$ cat config.mk
export PLATFORM = sky130hd
export DESIGN_NAME = truth_table_scanner
export DESIGN_NICKNAME = d
export VERILOG_FILES = /design/src/rtl/truth_table_scanner.sv
export SDC_FILE = /design/constraint.sdc
export NUM_CORES = 1
export LEC_CHECK = 0
export CAP_MARGIN = 10
export CORE_MARGIN = 5
export CORE_UTILIZATION = 35
export DETAILED_ROUTE_END_ITERATION = 8
export SETUP_SLACK_MARGIN = 0.2
export SYNTH_ARGS = -nofsm -noshare
export SYNTH_HDL_FRONTEND = slang
export SYNTH_SLANG_ARGS = --single-unit
$ cat constraint.sdc
create_clock -name clk -period 2.1 [get_ports clk]
set_input_delay 0.315 -clock clk [delete_from_list [all_inputs] [get_ports clk]]
set_output_delay 0.315 -clock clk [all_outputs]
set_load 0.02 [all_outputs]
$ cat src/rtl/truth_table_scanner.sv
// rtl/truth_table_scanner.sv - steps every input code through a combinational
// function block and captures its truth table and ones count.
module truth_table_scanner #(
    parameter int N_IN   = 5,
    parameter int SETTLE = 1
) (
    input  logic                   clk,
    input  logic                   rst,
    input  logic                   start,
    input  logic                   f_in,
    output logic [N_IN-1:0]        code_out,
    output logic                   busy,
    output logic                   done,
    output logic [(1<<N_IN)-1:0]   table_out,
    output logic [N_IN:0]          ones_count
);

    localparam logic [3:0]      SETTLE_MAX = 4'(SETTLE);
    localparam logic [N_IN-1:0] LAST_CODE  = '1;

    typedef enum logic [1:0] {
        S_IDLE,
        S_DRIVE,
        S_DONE
    } state_t;

    state_t                 r_state;
    state_t                 w_next;
    logic [3:0]             r_settle;
    logic [N_IN-1:0]        r_code;
    logic [(1<<N_IN)-1:0]   r_table;
    logic [N_IN:0]          r_ones;
    logic                   w_sample;
    logic                   w_last;

    // f_in is only trusted on the final cycle of each code's hold window.
    assign w_sample = (r_state == S_DRIVE) && (r_settle == SETTLE_MAX);
    assign w_last   = w_sample && (r_code == LAST_CODE);

    always_ff @(posedge clk) begin
        if (rst) begin
            r_state <= S_IDLE;
        end else begin
            r_state <= w_next;
        end
    end

    always_comb begin
        w_next = r_state;
        case (r_state)
            S_IDLE:  if (start) w_next = S_DRIVE;
            S_DRIVE: if (w_last) w_next = S_DONE;
            S_DONE:  w_next = S_IDLE;
            default: w_next = S_IDLE;
        endcase
    end

    always_ff @(posedge clk) begin
        if (rst) begin
            r_settle <= '0;
            r_code   <= '0;
            r_table  <= '0;
            r_ones   <= '0;
        end else begin
            case (r_state)
                S_IDLE: begin
                    if (start) begin
                        r_settle <= '0;
                        r_code   <= '0;
                        r_table  <= '0;
                        r_ones   <= '0;
                    end
                end
                S_DRIVE: begin
                    if (w_sample) begin
                        r_table[r_code] <= f_in;
                        if (f_in) begin
                            r_ones <= r_ones + (N_IN+1)'(1);
                        end
                        r_settle <= '0;
                        // Leaving DRIVE parks the code at 0 rather than wrapping it.
                        if (w_last) begin
                            r_code <= '0;
                        end else begin
                            r_code <= r_code + N_IN'(1);
                        end
                    end else begin
                        r_settle <= r_settle + 4'd1;
                    end
                end
                default: begin
                    r_code <= '0;
                end
            endcase
        end
    end

    assign code_out   = r_code;
    assign busy       = (r_state == S_DRIVE);
    assign done       = (r_state == S_DONE);
    assign table_out  = r_table;
    assign ones_count = r_ones;

endmodule
* Word level (Yosys, flattened, before mapping) *
Cells that the tools add are included.

cells by class
  add/sub/neg operators = 3
  order comparisons = 2
  equality and inequality tests = 8
  multiplexer cells = 20
  reductions and logical operators = 10

operator list
  kind                                                                                  count
  32-bit 2-to-1 mux                                                                     2
  32-bit one-hot mux with 2 select lines                                                1
  32-bit bitwise mux                                                                    1
  6-bit 2-to-1 mux                                                                      3
  5-bit 2-to-1 mux                                                                      3
  6-bit one-hot mux with 2 select lines                                                 1
  5-bit one-hot mux with 2 select lines                                                 1
  4-bit 2-to-1 mux                                                                      2
  4-bit one-hot mux with 2 select lines                                                 1
  6-bit by 1-bit adder with 6-bit output (second input constant)                        1
  5-bit by 6-bit less-than comparator with 1-bit output (second input constant)         1
  2-bit AND reduction                                                                   3
  5-bit by 1-bit adder with 5-bit output (second input constant)                        1
  1-bit demux with 5-bit select                                                         1
  5-bit equality test (second input constant)                                           1
  5-bit by 1-bit greater-or-equal comparator with 1-bit output (second input constant)  1
  4-bit by 1-bit adder with 4-bit output (second input constant)                        1
  4-bit by 1-bit equality test with 1-bit output (second input constant)                1
  2-bit 2-to-1 mux                                                                      2
  2-bit by 1-bit != test with 1-bit output (second input constant)                      2
  2-bit != test (second input constant)                                                 2
  2-bit one-hot mux with 2 select lines                                                 1
  4-bit AND reduction                                                                   1
  1-bit logical AND                                                                     3
  6 further kinds                                                                       6

storage, ports and cells
  flip-flop bits (word level) = 49
  input bits = 4
  output and inout port bits = 45
  logic and storage cells = 48

* Depth between registers and ports, before layout *
Gate-level depths: netlist of run 1.

  depth in word-level cells = 7
  mapped depth = 7
  gate-level depth less buffers = 6

* Worst setup path after synthesis of run 1 *
No wires, ideal clock.

  path kind = register to register
  start = register r_code[0] (netlist: code_out[0])
  end = register r_code[4] (netlist: code_out[4])
  library setup time = 71 ps
  arrival = 1,882 ps
  data required time = 2,029 ps
  slack = 148 ps
  stages on the path, launching flop included = 7
  path buffers = 1
  period minus slack after synthesis = 1,952 ps
  path through = dfxtp_1 > ha_1 > clkbuf_1 > and3_1 > ha_1 > or4b_1 > a21oi_1

on the way
  longest elaborated chain between the ends = 5
  elaborated cells on any way between the ends = 6
  classes of those cells = 1 x add/sub; 1 x eq/ne; 3 x mux; 1 x reduce/logical

ends and longest elaborated chain
  what                                                                                            RTL line  text
  start: declaration                                                                              30        logic [N_IN-1:0] r_code;
  start signal: assignment                                                                        85        r_code <= r_code + N_IN'(1);
  parallel branches: the longest is 2 deep, another holds 5-bit by 1-bit adder with 5-bit output  --
  5-bit 2-to-1 mux (*)                                                                            82        if (w_last) begin
  5-bit 2-to-1 mux (*)                                                                            75        if (w_sample) begin
  5-bit one-hot mux with 2 select lines (*)                                                       65        case (r_state)

Mark *: on every way between the ends. The select of a mux whose other input is x is not followed.
A chain may end at the register's enable or synchronous reset.

* Worst setup path in the final report of run 1 *
  start = register r_code[2] (netlist: code_out[2])
  end = output code_out[2]

RTL lines
  what              RTL line  text
  end: declaration  11        output logic [N_IN-1:0] code_out,

No word-level cell between the ends.

==> summary.md, run 1 <==
| Metric | Value |
|---|---|
| Slew headroom | 47.0% |
| Clock slew at reported path FFs | 0.10 ns |
| Port bufs | 48 |
| Die width | 93.2 microns |
| Avg Cell Area, Syn | 8.03 sq um |
| GRT overflow | 0 |
| FILL cells | 670 |
| Seq cells post-synth | 49 |
| F_max | 564 MHz |
| Result of the run | finished, final reports clean |
| Hold Fails Final Rpt | 0 |
| Syn Inst Count | 302 |
| IO Count | 49 |
| CP Capture Type | primary output |
| # H-tree levels | 2 |
| Mapped cell area | 2420 sq um |
| Detail Route Antenna Nets | 0 |
| TritonCTS clock tree | built |
| Core area | 6760 sq um |
| Pwr/cell area | 577 nW/um^2 |
| Worst-Skew Late Latency | 0.30 ns |
| Share of layout cells above drive strength 1 | 9.57% |
| Largest net degree at the start of global routing | 46 |
| Aggregate routed wire length | 6.61 mm |
| Skew final | 0.0117 ns |
| Vias in the first global route | 2189 |
| Non-Filler Cell Area, Final | 3130 sq um |
| Total vias in the final route | 2303 |
| Cts hold-fix bufs | 0 |
| Hpwl dp | 4.26 mm |
| Num Clock Sinks | 49 |
| Row count | 30 |
| First-pass GRT wire length | 10.6 mm |
| Max Cap Viol | 0 |
| Distinct cells, synth | 35 |
| Flop2flop setup slack | 0.35 ns |
| CP Class | flop to primary output |
| P&R area growth vs syn | 28.9% |
| Slowest CP cell | clkdlybuf4s50_1 |
| Syn Nets | 314 |
| Bufs and invs on worst path | 1 |
| Inserted Diodes | 0 |
| Final setup violating endpoints | 0 |
| Die area | 8690 sq um |
| Arr. time, crit path | 1.46 ns |
| Class of the worst hold path | flop to flop |
| Sequential fraction of the synthesis area | 40.5% |
| Slew @ Worst Pin | 0.795 ns |
| CTS root buf | clkbuf_8 |
| Drt pass-1 iters | 4 |
| Maximum fanout along the worst path | 13 |
| Yosys warns | 0 |
| Antenna violations before repair | 0 |
| Routed vias/inst | 5.42 |
| Peak VDD IR | 0.000326 V |
| Leak | 0.00114 uW |
| Starting Density | 35.9% |
| Final worst path period share | 84.4% |
| Gr usage total | 15.2% |
| Die Ht | 93.2 microns |
| Max incr delay on CP | 0.67 ns |
| RSZ-0062 raised after global routing | no |
| Worst path cell trace | clkdlybuf4s50_1 |
| Final GP Congestion | 0.790 |
| Family with the most delay on the worst path | buffers and inverters |
| Worst EP required | 1.78 ns |
| Clock buffer depth | 2 |
| Worst setup SP type | flop |
| DR iter-0 viols | 191 |
| Setup TNS | 0 ns |
| Crit path time final | 1.77 ns |
| CTS Buf Count | 5 |
| Layout net count | 356 |
| Placed Area | 2990 sq um |
| Routed len/inst | 15.6 microns |
| Pins Over Slew Limit | 0 |
| DRC violations left | 0 |
## area by class of cell
cell class | count | area (sq um) | share of cell area, %
multi-input cells | 227 | 1350 | 43.3
well taps | 80 | 100 | 3.20
clock inverters | 3 | 46.3 | 1.48
repair buffers | 56 | 549 | 17.6
clock buffers | 5 | 68.8 | 2.20
inverters | 5 | 20.0 | 0.641
flip-flops and latches | 49 | 988 | 31.6
## per-layer routing
layer | global-route usage [%] | wire length, microns | vias up
met3 | 3.54 | 414 | 4
met1 | 20.0 | 3190 | 1078
met4 | 6.59 | 57 | 0
met2 | 23.9 | 2960 | 69
li1 | - | - | 1152
met5 | 0 | 0 | -
## power by group
part	switching [uW]	internal [uW]
clock	331	357
combinational	112	59.2
sequential	8.33	935
total	451	1350
## kinds of logic (layout without fill, tap and decap cells)
family	count (synthesis)	count (layout)	synth area share (%)
compound gates	123	123	27.2
simple gates	94	94	23.1
flops	49	49	40.5
buf+inv	26	69	4.33
fa+ha+maj	8	8	4.13
xor+xnor	1	1	0.361
mux	1	1	0.413
## cell usage in the layout, fill, tap and decap left out, types with 5 or more instances in the layout
cell             count
ha_1                 8
nor3_1               5
o21ai_0             67
dfxtp_2              6
nand2b_1             9
clkdlybuf4s50_1     45
nand2_1              9
buf_4                7
nor3b_1              5
nor2_1               9
clkbuf_8             5
nor2b_1             34
dfxtp_1             43
a21oi_1             43
## metrics by stage
stage / setup WS, ns / power, uW / util, % / instances / hold slack (ns)
2_1_floorplan: 0.240 / 1080 / - / 302 / 0.479
6_report: 0.328 / 1800 / 46.3 / 425 / 0.487
3_5_place_dp: 0.173 / 1140 / 44.3 / 417 / 0.475
5_1_grt: 0.201 / 1880 / 46.3 / 425 / 0.520
3_3_place_gp: 0.275 / 1130 / 44.3 / 417 / 0.487
4_1_cts: 0.269 / 1830 / 46.0 / 425 / 0.495
## flip-flops by register name (all words and copies together) (netlist names)
register	flops
code_out	5
ones_count	6
r_settle	4
r_state	2
table_out	32
## timing repair
action	CTS	global route
gates resized for setup	6	5
endpoints found under the setup margin	14	22
buffers inserted	0	0
pin swaps	0	0
## synthesized netlist by cell type, drive strengths merged
library cell / instances / area share [%]
mux2i: 1 / 0.41
a211oi: 3 / 0.93
o21bai: 2 / 0.77
and3: 4 / 1.0
clkinv: 1 / 0.21
inv: 4 / 0.62
nor3: 7 / 1.7
nor2: 9 / 1.4
dfxtp: 49 / 40
or4b: 1 / 0.41
nor3b: 5 / 1.5
o21ai: 67 / 14
nand3: 4 / 0.83
and2b: 1 / 0.31
clkbuf: 17 / 2.6
nor2b: 34 / 8.8
a21oi: 43 / 8.9
nand2b: 9 / 2.3
nor4b: 1 / 0.36
nand2: 12 / 1.9
ha: 8 / 4.1
and3b: 3 / 1.1
o21a: 2 / 0.62
or3b: 1 / 0.36
xor2: 1 / 0.36
a41oi: 2 / 0.72
and4bb: 1 / 0.52
nand3b: 2 / 0.62
a311oi: 3 / 1.1
o21ba: 1 / 0.41
buf: 4 / 0.88
## path summary, 6_finish.rpt
check / from / endpoint / cells past startpoint
setup / recovery: code_out[2] / code_out[2] / 1
hold / removal: ones_count[5] / ones_count[5] / 1
setup reg to reg: code_out[0] / code_out[4] / 5
hold reg to reg: ones_count[5] / ones_count[5] / 1
Power figures use the tool's default switching activity.
==> inputs of run 2 (changes only) <==
Clock period 2.1 ns to 1.6 ns, I/O delays scaled along.
==> summary.md, run 2 (same netlist as run 1, synthesis figures left out) <==
| Metric | Value |
|---|---|
| Result of the run | complete, but fails checks (was finished, final reports clean) |
| Failing checks | negative setup slack |
| P&R area growth vs syn | 49.2% (was 28.9%) |
| Worst EP required | 1.82 ns (was 1.78 ns) |
| Critical path origin | r_settle[1] (was code_out[2]) |
| FF/Latch Area | 992 sq um (was 988 sq um) |
| Final setup violating endpoints | 1 (was 0) |
| Num Clock Sinks | 49 (unchanged) |
| IO Count | 49 (unchanged) |
| Clock slew at reported path FFs | 0.09 ns (was 0.10 ns) |
| Die area | 8690 sq um (unchanged) |
| Class of the worst hold path | input port to flop (was flop to flop) |
| Vias in the first global route | 2312 (was 2189) |
| Slew headroom | 72.4% (was 47.0%) |
| F_max | 608 MHz |
| DR iter-0 viols | 86 (was 191) |
| DRC violations left | 0 (unchanged) |
| Port bufs | 48 (unchanged) |
| Worst r2r src | r_settle[1] (was code_out[0]) |
| Die Ht | 93.2 microns (unchanged) |
| Worst hold slack | 0.354 ns (was 0.487 ns) |
| RR Endpoint | code_out[4] (unchanged) |
| Leak | 0.00155 uW (was 0.00114 uW) |
| Final worst path period share | 103% |
| Aggregate routed wire length | 7.11 mm (was 6.61 mm) |
| Setup WS pre-CTS | -0.0496 ns (was 0.173 ns) |
| Drt pass-1 iters | 4 (unchanged) |
| # H-tree levels | 2 (unchanged) |
| CTS Buf Count | 5 (unchanged) |
| Layout net count | 393 (was 356) |
| Share of layout cells above drive strength 1 | 27.6% (was 9.57%) |
| Multi-input logic area | 1560 sq um (was 1350 sq um) |
| Core area | 6760 sq um (unchanged) |
| Skew final | 0.00313 ns (was 0.0117 ns) |
| Final worst slack | -0.0437 ns (was 0.328 ns) |
| Clock buffer depth | 2 (unchanged) |
| Routed len/inst | 15.4 microns (was 15.6 microns) |
| Starting Density | 35.9% (unchanged) |
| Max Cap Viol | 0 (unchanged) |
| Crit path time final | 1.64 ns |
| Peak VDD IR | 0.000360 V (was 0.000326 V) |
| Largest net degree at the start of global routing | 29 (was 46) |
| Row count | 30 (unchanged) |
| Final GP Congestion | 0.816 (was 0.790) |
| RSZ-0062 raised after global routing | yes (was no) |
| Most common cell after layout, fill and taps aside | dfxtp_1 (was o21ai_0) |
| Die width | 93.2 microns (unchanged) |
| CP Capture Type | flop (was primary output) |
| Slew @ Worst Pin | 0.414 ns (was 0.795 ns) |
| Inserted Diodes | 0 (unchanged) |
| GRT overflow | 0 (unchanged) |
| Flop2flop setup slack | -0.04 ns (was 0.35 ns) |
| Commonest non-fill, non-tap cells in the layout | dfxtp_1, a21oi_1, dlygate4sd2_1 (was o21ai_0, clkdlybuf4s50_1, a21oi_1, dfxtp_1, nor2b_1) |
| Hold Fails Final Rpt | 0 (unchanged) |
| Routed vias/inst | 5.26 (was 5.42) |
| Pins Over Slew Limit | 0 (unchanged) |
| Setup crit end | code_out[4] (was code_out[2]) |
| R2R cell count | 7 (was 5) |
| Detail Route Antenna Nets | 0 (unchanged) |
| Pwr/cell area | 649 nW/um^2 (was 577 nW/um^2) |
| TritonCTS clock tree | built (unchanged) |
| Hpwl dp | 4.76 mm (was 4.26 mm) |
| FILL cells | 661 (was 670) |
| Total vias in the final route | 2427 (was 2303) |
| Worst setup SP type | flop (unchanged) |
| Worst-Skew Late Latency | 0.29 ns (was 0.30 ns) |
| Maximum fanout along the worst path | 2 (was 13) |
| CTS root buf | clkbuf_8 (unchanged) |
| First-pass GRT wire length | 11.4 mm (was 10.6 mm) |
| Arr. time, crit path | 1.87 ns (was 1.46 ns) |
| Antenna violations before repair | 0 (unchanged) |
| Largest register FFs | 32 (unchanged) |
| Gr usage total | 16.1% (was 15.2%) |
| CP Class | flop to flop (was flop to primary output) |
[run 2: power breakdown]
part / leakage [uW] / internal [uW] / switching, uW / total [uW]
registers: 0.000398 / 1220 / 8.50 / 1230
logic: 0.00111 / 169 / 210 / 378
clock network: 0.0000443 / 344 / 393 / 737
[run 2: through the flow]
stage                     total power (uW)  util [%]  TNS [ns]  area [sq um]  std cells
after detailed placement              1530      48.7    -0.640          3290        446
after global placement                1530      48.7   -0.0245          3290        446
after floorplan                       1430         -   -0.0958          2520        302
after CTS                             2300      50.3   -0.0797          3400        456
after global routing                  2450      53.5     -1.64          3620        461
final                                 2350      53.5   -0.0437          3620        461
[run 2: timing repair]
| action | CTS | global route |
|---|---|---|
| gates cloned | 1 | 3 |
| hold endpoints to repair | 0 | 0 |
| endpoints found under the setup margin | 90 | 48 |
| hold buffers | 0 | 0 |
| pin swaps | 12 | 25 |
| setup buffers | 2 | 2 |
| gates resized for setup | 95 | 60 |
[run 2: cell type report]
cell class | count | share of cell area [%]
Multi-Input combinational cell | 227 | 43.0
Clock buffer | 7 | 2.39
Sequential cell | 49 | 27.4
Tap cell | 80 | 2.77
Timing Repair Buffer | 93 | 23.7
Inverter | 5 | 0.657
[run 2: worst min-delay path by stage]
stage | startpoint | slack, ns | depth (start not counted) | to
floorplan | r_settle[1] | 0.48 | 2 | r_settle[1]
detailed placement | ones_count[5] | 0.47 | 1 | ones_count[5]
global route | rst | 0.38 | 2 | code_out[2]
finish | rst | 0.35 | 2 | r_settle[1]
CTS | rst | 0.34 | 2 | r_settle[0]
global placement | ones_count[5] | 0.48 | 1 | ones_count[5]
[run 2: layer usage]
layer,vias to the layer above,GRT usage [%],share of wire [%]
li1,1221,-,-
met1,1133,22.1,48
met2,66,25.7,45
met3,7,3.38,5.4
met4,0,4.03,0.86
met5,-,0,0
[run 2: critical path, stage by stage (launching register included)]
cell	delay (ns)
dfxtp_2	0.33
inv_2	0.06
ha_4	0.14
buf_6	0.09
and4bb_2	0.27
nor3_2	0.06
or4b_1	0.47
a21oi_1	0.14
